File: src/rtl/otf_converter_hd.sv
// On-the-fly converter: turns an MSD-first signed-digit stream into an N+1-bit
// two's-complement word using Q/QM registers. Optional sticky err port: OTF_DIGIT_ERR_EN.
module otf_converter_hd #(
  parameter int N  = 8,
  parameter int CW = 4
) (
  input  logic         clk,
  input  logic         asyn_reset,
  input  logic [1:0]   din,
  input  logic         din_vld,
  output logic         din_rdy,
  output logic [N:0]   dout,
  output logic         dout_vld,
  input  logic         dout_rdy,
  output logic         busy
`ifdef OTF_DIGIT_ERR_EN
  ,
  output logic         err
`endif
);

  localparam int W = N + 1;
  localparam logic [CW-1:0] LAST_CNT = CW'(N - 1);

  typedef enum logic {
    ACCUM = 1'b0,
    HOLD  = 1'b1
  } state_e;

  typedef enum logic [1:0] {
    DIG_ZERO = 2'b00,
    DIG_POS  = 2'b01,
    DIG_ILL  = 2'b10,
    DIG_NEG  = 2'b11
  } digit_e;

  state_e          state_q, state_d;
  logic [W-1:0]    q_q, q_d;
  logic [W-1:0]    qm_q, qm_d;
  logic [W-1:0]    dout_q, dout_d;
  logic [CW-1:0]   cnt_q, cnt_d;
  logic [W-1:0]    q_sh, qm_sh;
  logic            accept;

  assign accept = din_vld && (state_q == ACCUM);
  assign q_sh   = q_q << 1;
  assign qm_sh  = qm_q << 1;

  always_comb begin
    // NOTE: every variable gets a default first so no path leaves it unassigned (no latches).
    state_d = state_q;
    q_d     = q_q;
    qm_d    = qm_q;
    cnt_d   = cnt_q;
    dout_d  = dout_q;

    unique case (state_q)
      ACCUM: begin
        if (din_vld) begin
          unique case (digit_e'(din))
            DIG_POS: begin
              q_d  = q_sh | W'(1);
              qm_d = q_sh;
            end
            DIG_NEG: begin
              q_d  = qm_sh | W'(1);
              qm_d = qm_sh;
            end
            default: begin
              // Zero, and the illegal code which is folded onto zero.
              q_d  = q_sh;
              qm_d = qm_sh | W'(1);
            end
          endcase

          if (cnt_q == LAST_CNT) begin
            cnt_d   = '0;
            dout_d  = q_d;
            state_d = HOLD;
          end else begin
            cnt_d = cnt_q + CW'(1);
          end
        end
      end

      HOLD: begin
        // No digit is taken in HOLD, even when the word leaves this cycle.
        if (dout_rdy) begin
          state_d = ACCUM;
          q_d     = '0;
          qm_d    = '1;
        end
      end

      default: state_d = ACCUM;
    endcase
  end

  // NOTE: sequential state uses non-blocking assignments so all registers update together.
  always_ff @(posedge clk or posedge asyn_reset) begin
    if (asyn_reset) begin
      state_q <= ACCUM;
      q_q     <= '0;
      qm_q    <= '1;
      cnt_q   <= '0;
      dout_q  <= '0;
    end else begin
      state_q <= state_d;
      q_q     <= q_d;
      qm_q    <= qm_d;
      cnt_q   <= cnt_d;
      dout_q  <= dout_d;
    end
  end

`ifdef OTF_DIGIT_ERR_EN
  logic err_q;

  always_ff @(posedge clk or posedge asyn_reset) begin
    if (asyn_reset) begin
      err_q <= 1'b0;
    end else if (accept && (digit_e'(din) == DIG_ILL)) begin
      err_q <= 1'b1;
    end
  end

  assign err = err_q;
`endif

  assign din_rdy  = (state_q == ACCUM) && !asyn_reset;
  assign dout_vld = (state_q == HOLD);
  assign dout     = dout_q;
  assign busy     = (state_q == ACCUM) && (cnt_q != '0);

endmodule

File: config.mk
export PLATFORM = sky130hd
export DESIGN_NAME = otf_converter_hd
export DESIGN_NICKNAME = d
export VERILOG_FILES = /design/src/rtl/otf_converter_hd.sv
export SDC_FILE = /design/constraint.sdc
export NUM_CORES = 1
export LEC_CHECK = 0
export ABC_AREA = 1
export CELL_PAD_IN_SITES_DETAIL_PLACEMENT = 0
export CELL_PAD_IN_SITES_GLOBAL_PLACEMENT = 1
export CORE_MARGIN = 2
export CORE_UTILIZATION = 36
export CTS_CLUSTER_DIAMETER = 80
export CTS_CLUSTER_SIZE = 20
export DETAILED_ROUTE_END_ITERATION = 10
export PLACE_DENSITY = 0.71
export SLEW_MARGIN = 15
export SYNTH_ARGS = -nofsm -noshare
export SYNTH_HDL_FRONTEND = slang
export SYNTH_SLANG_ARGS = --single-unit
File: constraint.sdc
create_clock -name clk -period 1.27 [get_ports clk]
set_input_delay 0.127 -clock clk [delete_from_list [all_inputs] [get_ports clk]]
set_output_delay 0.127 -clock clk [all_outputs]
set_load 0.005 [all_outputs]
## Yosys cells after proc, flatten, opt, wreduce, memory -nomap -nowiden

Cells that the tools add are included.
Widths: inputs -> output; s select.

| cells by class | value |
|---|---|
| add/subtract/negate cells | 1 |
| equality and inequality tests | 5 |
| multiplexer cells | 13 |
| bitwise logic cells | 1 |
| reduce and logical (&&, ||, !) cells | 7 |

Operator list:

| operator | count |
|---|---|
| $pmux 8 s2 | 3 |
| $mux 8 | 4 |
| $pmux 9 s2 | 1 |
| $add 4x1->4 const B | 1 |
| $eq 4x3->1 const B | 1 |
| $mux 4 | 1 |
| $ne 2x2->1 const B | 2 |
| $reduce_and 2->1 | 2 |
| $reduce_bool 4->1 | 1 |
| $mux 1 | 3 |
| $reduce_and 3->1 | 1 |
| $eq 2x1->1 const B | 1 |
| $eq 2x2->1 const B | 1 |
| $logic_and 1x1->1 | 2 |
| $pmux 1 s2 | 1 |
| $logic_not 1->1 | 1 |
| $not 1->1 | 1 |

| storage, ports and cells | value |
|---|---|
| register bits | 30 |
| output and inout bits | 12 |
| logic and storage cells | 32 |

## Depth between registers and ports, before layout

| depth | value |
|---|---|
| depth after elaboration | 4 |
| mapped depth | 7 |
| depth with buffers taken out | 7 |

## Least setup slack after synthesis

OpenSTA, ideal clock, no wires.

| timing path | value |
|---|---|
| path kind | register to register |
| start | register cnt_q[0] |
| end | register dout_q[8], in the netlist dout[8] |
| setup time | 0.117 ns |
| arrival | 1.100 ns |
| slack | 0.053 ns |
| cell stages (with the launch flop) | 7 |
| buffers on the path | 0 |
| cell sequence | dfrtp_1 -> ha_1 -> nand2_1 -> nor2_4 -> nand3_2 -> nand2_1 -> nand2_1 |

| on the way | value |
|---|---|
| cells in the longest elaborated chain, start to end | 2 |

RTL lines:

| what | line | text |
|---|---|---|
| from (decl) | 41 | `logic [CW-1:0] cnt_q, cnt_d;` |
| from (signal assigned) | 111 | `cnt_q <= cnt_d;` |
| $eq 4x3->1 | 76 | `if (cnt_q == LAST_CNT) begin` |
| $reduce_and 3->1 (no source line) | - |  |
| to (signal assigned) | 112 | `dout_q <= dout_d;` |
| to (decl) | 40 | `logic [W-1:0] dout_q, dout_d;` |

Every way passes these cells.
A chain may end at the register's enable or synchronous reset.

## Worst setup path after layout

| timing path | value |
|---|---|
| start | register cnt_q[0] |
| end | output port busy |

| on the way | value |
|---|---|
| cells in the longest elaborated chain, start to end | 2 |

RTL lines:

| what | line | text |
|---|---|---|
| $reduce_bool 4->1 | 133 | `assign busy = (state_q == ACCUM) && (cnt_q != '0);` |
| $logic_and 1x1->1 | 133 |  |
| to (decl) | 15 | `output logic busy` |

Every way passes these cells.

==> results.json <==
{
  "ys_seq_elements": 30,
  "cpPeakStageDelay_ns": 0.36,
  "status": "finished with violations",
  "fmax_ghz": 0.764,
  "numPortBuffers": 17,
  "path_max_fanout": 2,
  "dp_hpwl_um": 2750,
  "rsz0062_at_grt": "true",
  "syn-cell-area_um2": 1510,
  "power.leakage_nw": 1.19,
  "crit_type": "reg2out",
  "worstPathArrival_ns": 1.18,
  "grt_max_degree": 31,
  "vdd_drop_max_v": 0.00114,
  "drv_slew": 0,
  "grt_usage_pct": 18.9,
  "final_cell_area_um2": 2250,
  "r2r_slack_ns": -0.01,
  "drive_above_1_share_pct": 29.3,
  "slew_headroom_pct": 74.5,
  "gr-total-overflow": 0,
  "power_density_nw_per_um2": 2200,
  "drt-pass1-iter-count": 4,
  "floorplan.initialDensity_pct": 37.6,
  "routed_via_density": 4.82,
  "final_cells": 296,
  "dp_cells": 280,
  "setup_viol": 6,
  "cts_tree": "done",
  "fp-row-count": 23,
  "drtAntennaViolNets": 0,
  "layout_commonest_cell": "nand2_1",
  "place_area_um2": 1910,
  "maxCapViolations": 0,
  "die_h_um": 68.7,
  "worstPathRequired_ns": 1.14,
  "cts_max_path_buffers": 2,
  "ys_seq_area_share_pct": 50.5,
  "grt_pass1_wl_um": 6330,
  "area_growth_pct": 49.4,
  "max_slew.worst_pin.slew_ns": 0.382,
  "finalWirelength_um": 4100,
  "final_cell_mix": "70 x nand2_1, 28 x nand3_1, 22 x buf_4, 21 x dfrtp_1, 15 x inv_1",
  "fin_ws_ns": -0.0381,
  "cp_slowest_cell": "dfrtp_1",
  "grt_pass1_vias": 1331,
  "synth_fp_nets": 204,
  "end_kind": "output pin",
  "root_buffer": "clkbuf_8",
  "via_count": 1428,
  "path_cells": "inv_1 > ha_2 > a31oi_1 > buf_2",
  "antenna_found_initial": 0,
  "cts_sinks": 30,
  "violations": "negative setup slack",
  "synth.distinct_cells": 21,
  "cts-buffers-inserted": 5,
  "hold_slack_ns": 0.217,
  "pin_count": 18,
  "clk_pin_slew_ns": 0.07,
  "syn_inst": 196,
  "fin_skew_ns": 0.00819,
  "hold_class": "in2async",
  "drcViolationCount": 0,
  "finalCritPeriodShare_pct": 103,
  "nets": 253,
  "avgSynthCellArea_um2": 7.68,
  "wl_per_cell_um": 13.8,
  "cts_htree_levels": 2,
  "synth_warnings": 0,
  "finalHoldViolCount": 0,
  "drt_iter0_markers": 52,
  "floorplan.die.width_um": 68.7,
  "min_period_ns": 1.31,
  "num_antenna_cells": 0,
  "place_ws_ns": -0.177,
  "core_area_um2": 4000,
  "insertion_delay_ns": 0.28,
  "critPathLaunchType": "flip-flop",
  "place_congestion": 0.855,
  "design.die.area_um2": 4710
}
==> worst max-delay path: cells and delay by family, from the launching register on <==
| kind | cells | cell delay (ns) |
|---|---|---|
| buf+inv | 2 | 0.20 |
| compound gates | 1 | 0.15 |
| fa+ha+maj | 1 | 0.19 |
| flops | 1 | 0.36 |
==> final timing paths <==
path                                      startpoint                   end  depth (start not counted)
min in group clk                             din_vld  cnt_q[2]$_DFFE_PP0P_                          3
worst max-delay path            cnt_q[0]$_DFFE_PP0P_                  busy                          4
worst max register to register  cnt_q[0]$_DFFE_PP0P_   dout[8]$_DFFE_PP0P_                          7
max in group asynchronous                 asyn_reset   qm_q[5]$_DFFE_PP1P_                          3
worst min-delay path                      asyn_reset    dout_vld$_DFF_PP0_                          3
worst min register to register   dout[0]$_DFFE_PP0P_   dout[0]$_DFFE_PP0P_                          2
==> final cells by class <==
class | count | area [um2]
Clock buffer | 6 | 82.6
Fill cell | 348 | 1750
Sequential cell | 30 | 762
Multi-Input combinational cell | 143 | 748
Timing Repair Buffer | 46 | 452
Clock inverter | 2 | 60.1
Inverter | 19 | 81.3
Tap cell | 50 | 62.6
==> cell usage after synthesis <==
cell	count	area [um2]
nand2_1	79	297
nand3_1	29	145
dfrtp_1	22	551
inv_1	15	56.3
nor2_1	14	52.6
dfstp_2	8	210
o21ai_1	4	20.0
a21oi_1	3	15.0
buf_2	3	15.0
inv_2	3	11.3
o21ai_0	3	15.0
buf_4	2	15.0
ha_1	2	25.0
nor2_4	2	22.5
a31oi_1	1	6.26
inv_4	1	6.26
nand2_2	1	6.26
nand2_4	1	11.3
nand3_2	1	10.0
nand4_1	1	6.26
xor2_1	1	8.76
==> through the flow <==
stage / setup TNS [ns] / power [W] / util (%)
CTS: -1.76 / 0.00488 / 53.9
global route: -0.614 / 0.00528 / 56.2
finish: -0.0705 / 0.00494 / 56.2
detailed placement: -2.56 / 0.00353 / 47.8
floorplan: 0 / 0.00261 / -
global placement: -1.89 / 0.00349 / 47.8
==> sequential cells by signal, summed over array words and instances (netlist names) <==
register,flops
qm_q,8
dout_vld,1
q_q,8
cnt_q,4
dout,9
==> kinds of logic (layout without fill, tap and decap cells) <==
logic type	after synthesis	after routing	synth area share, %
AO/OA/AOI/OAI	11	11	3.74
AND/OR/NAND/NOR	128	129	36.6
flip-flops	30	30	50.5
XOR/XNOR	1	1	0.582
adder cells (fa/ha/maj)	2	2	1.66
buffers and inverters	24	73	6.90
==> metal layers <==
| layer | wire length (um) | global-route usage [%] | up-vias |
|---|---|---|---|
| li1 | - | - | 718 |
| met1 | 1840 | 23.5 | 681 |
| met2 | 2090 | 32.2 | 24 |
| met3 | 127 | 4.71 | 5 |
| met4 | 35 | 6.00 | 0 |
| met5 | 0 | 0 | - |
==> power by group <==
group / total (W) / internal, W / switching, W
logic: 0.00198 / 0.000960 / 0.00102
clock network: 0.00120 / 0.000837 / 0.000365
registers: 0.00176 / 0.00147 / 0.000291
total: 0.00494 / 0.00326 / 0.00168
==> timing repair <==
action,in CTS,in global routing
hold endpoints to repair,0,0
gates cloned,1,2
pin swaps,8,13
setup buffers,8,1
resized for setup,31,20
hold buffers,0,0
setup endpoints to repair,21,27
Power figures use the tool's default switching activity.
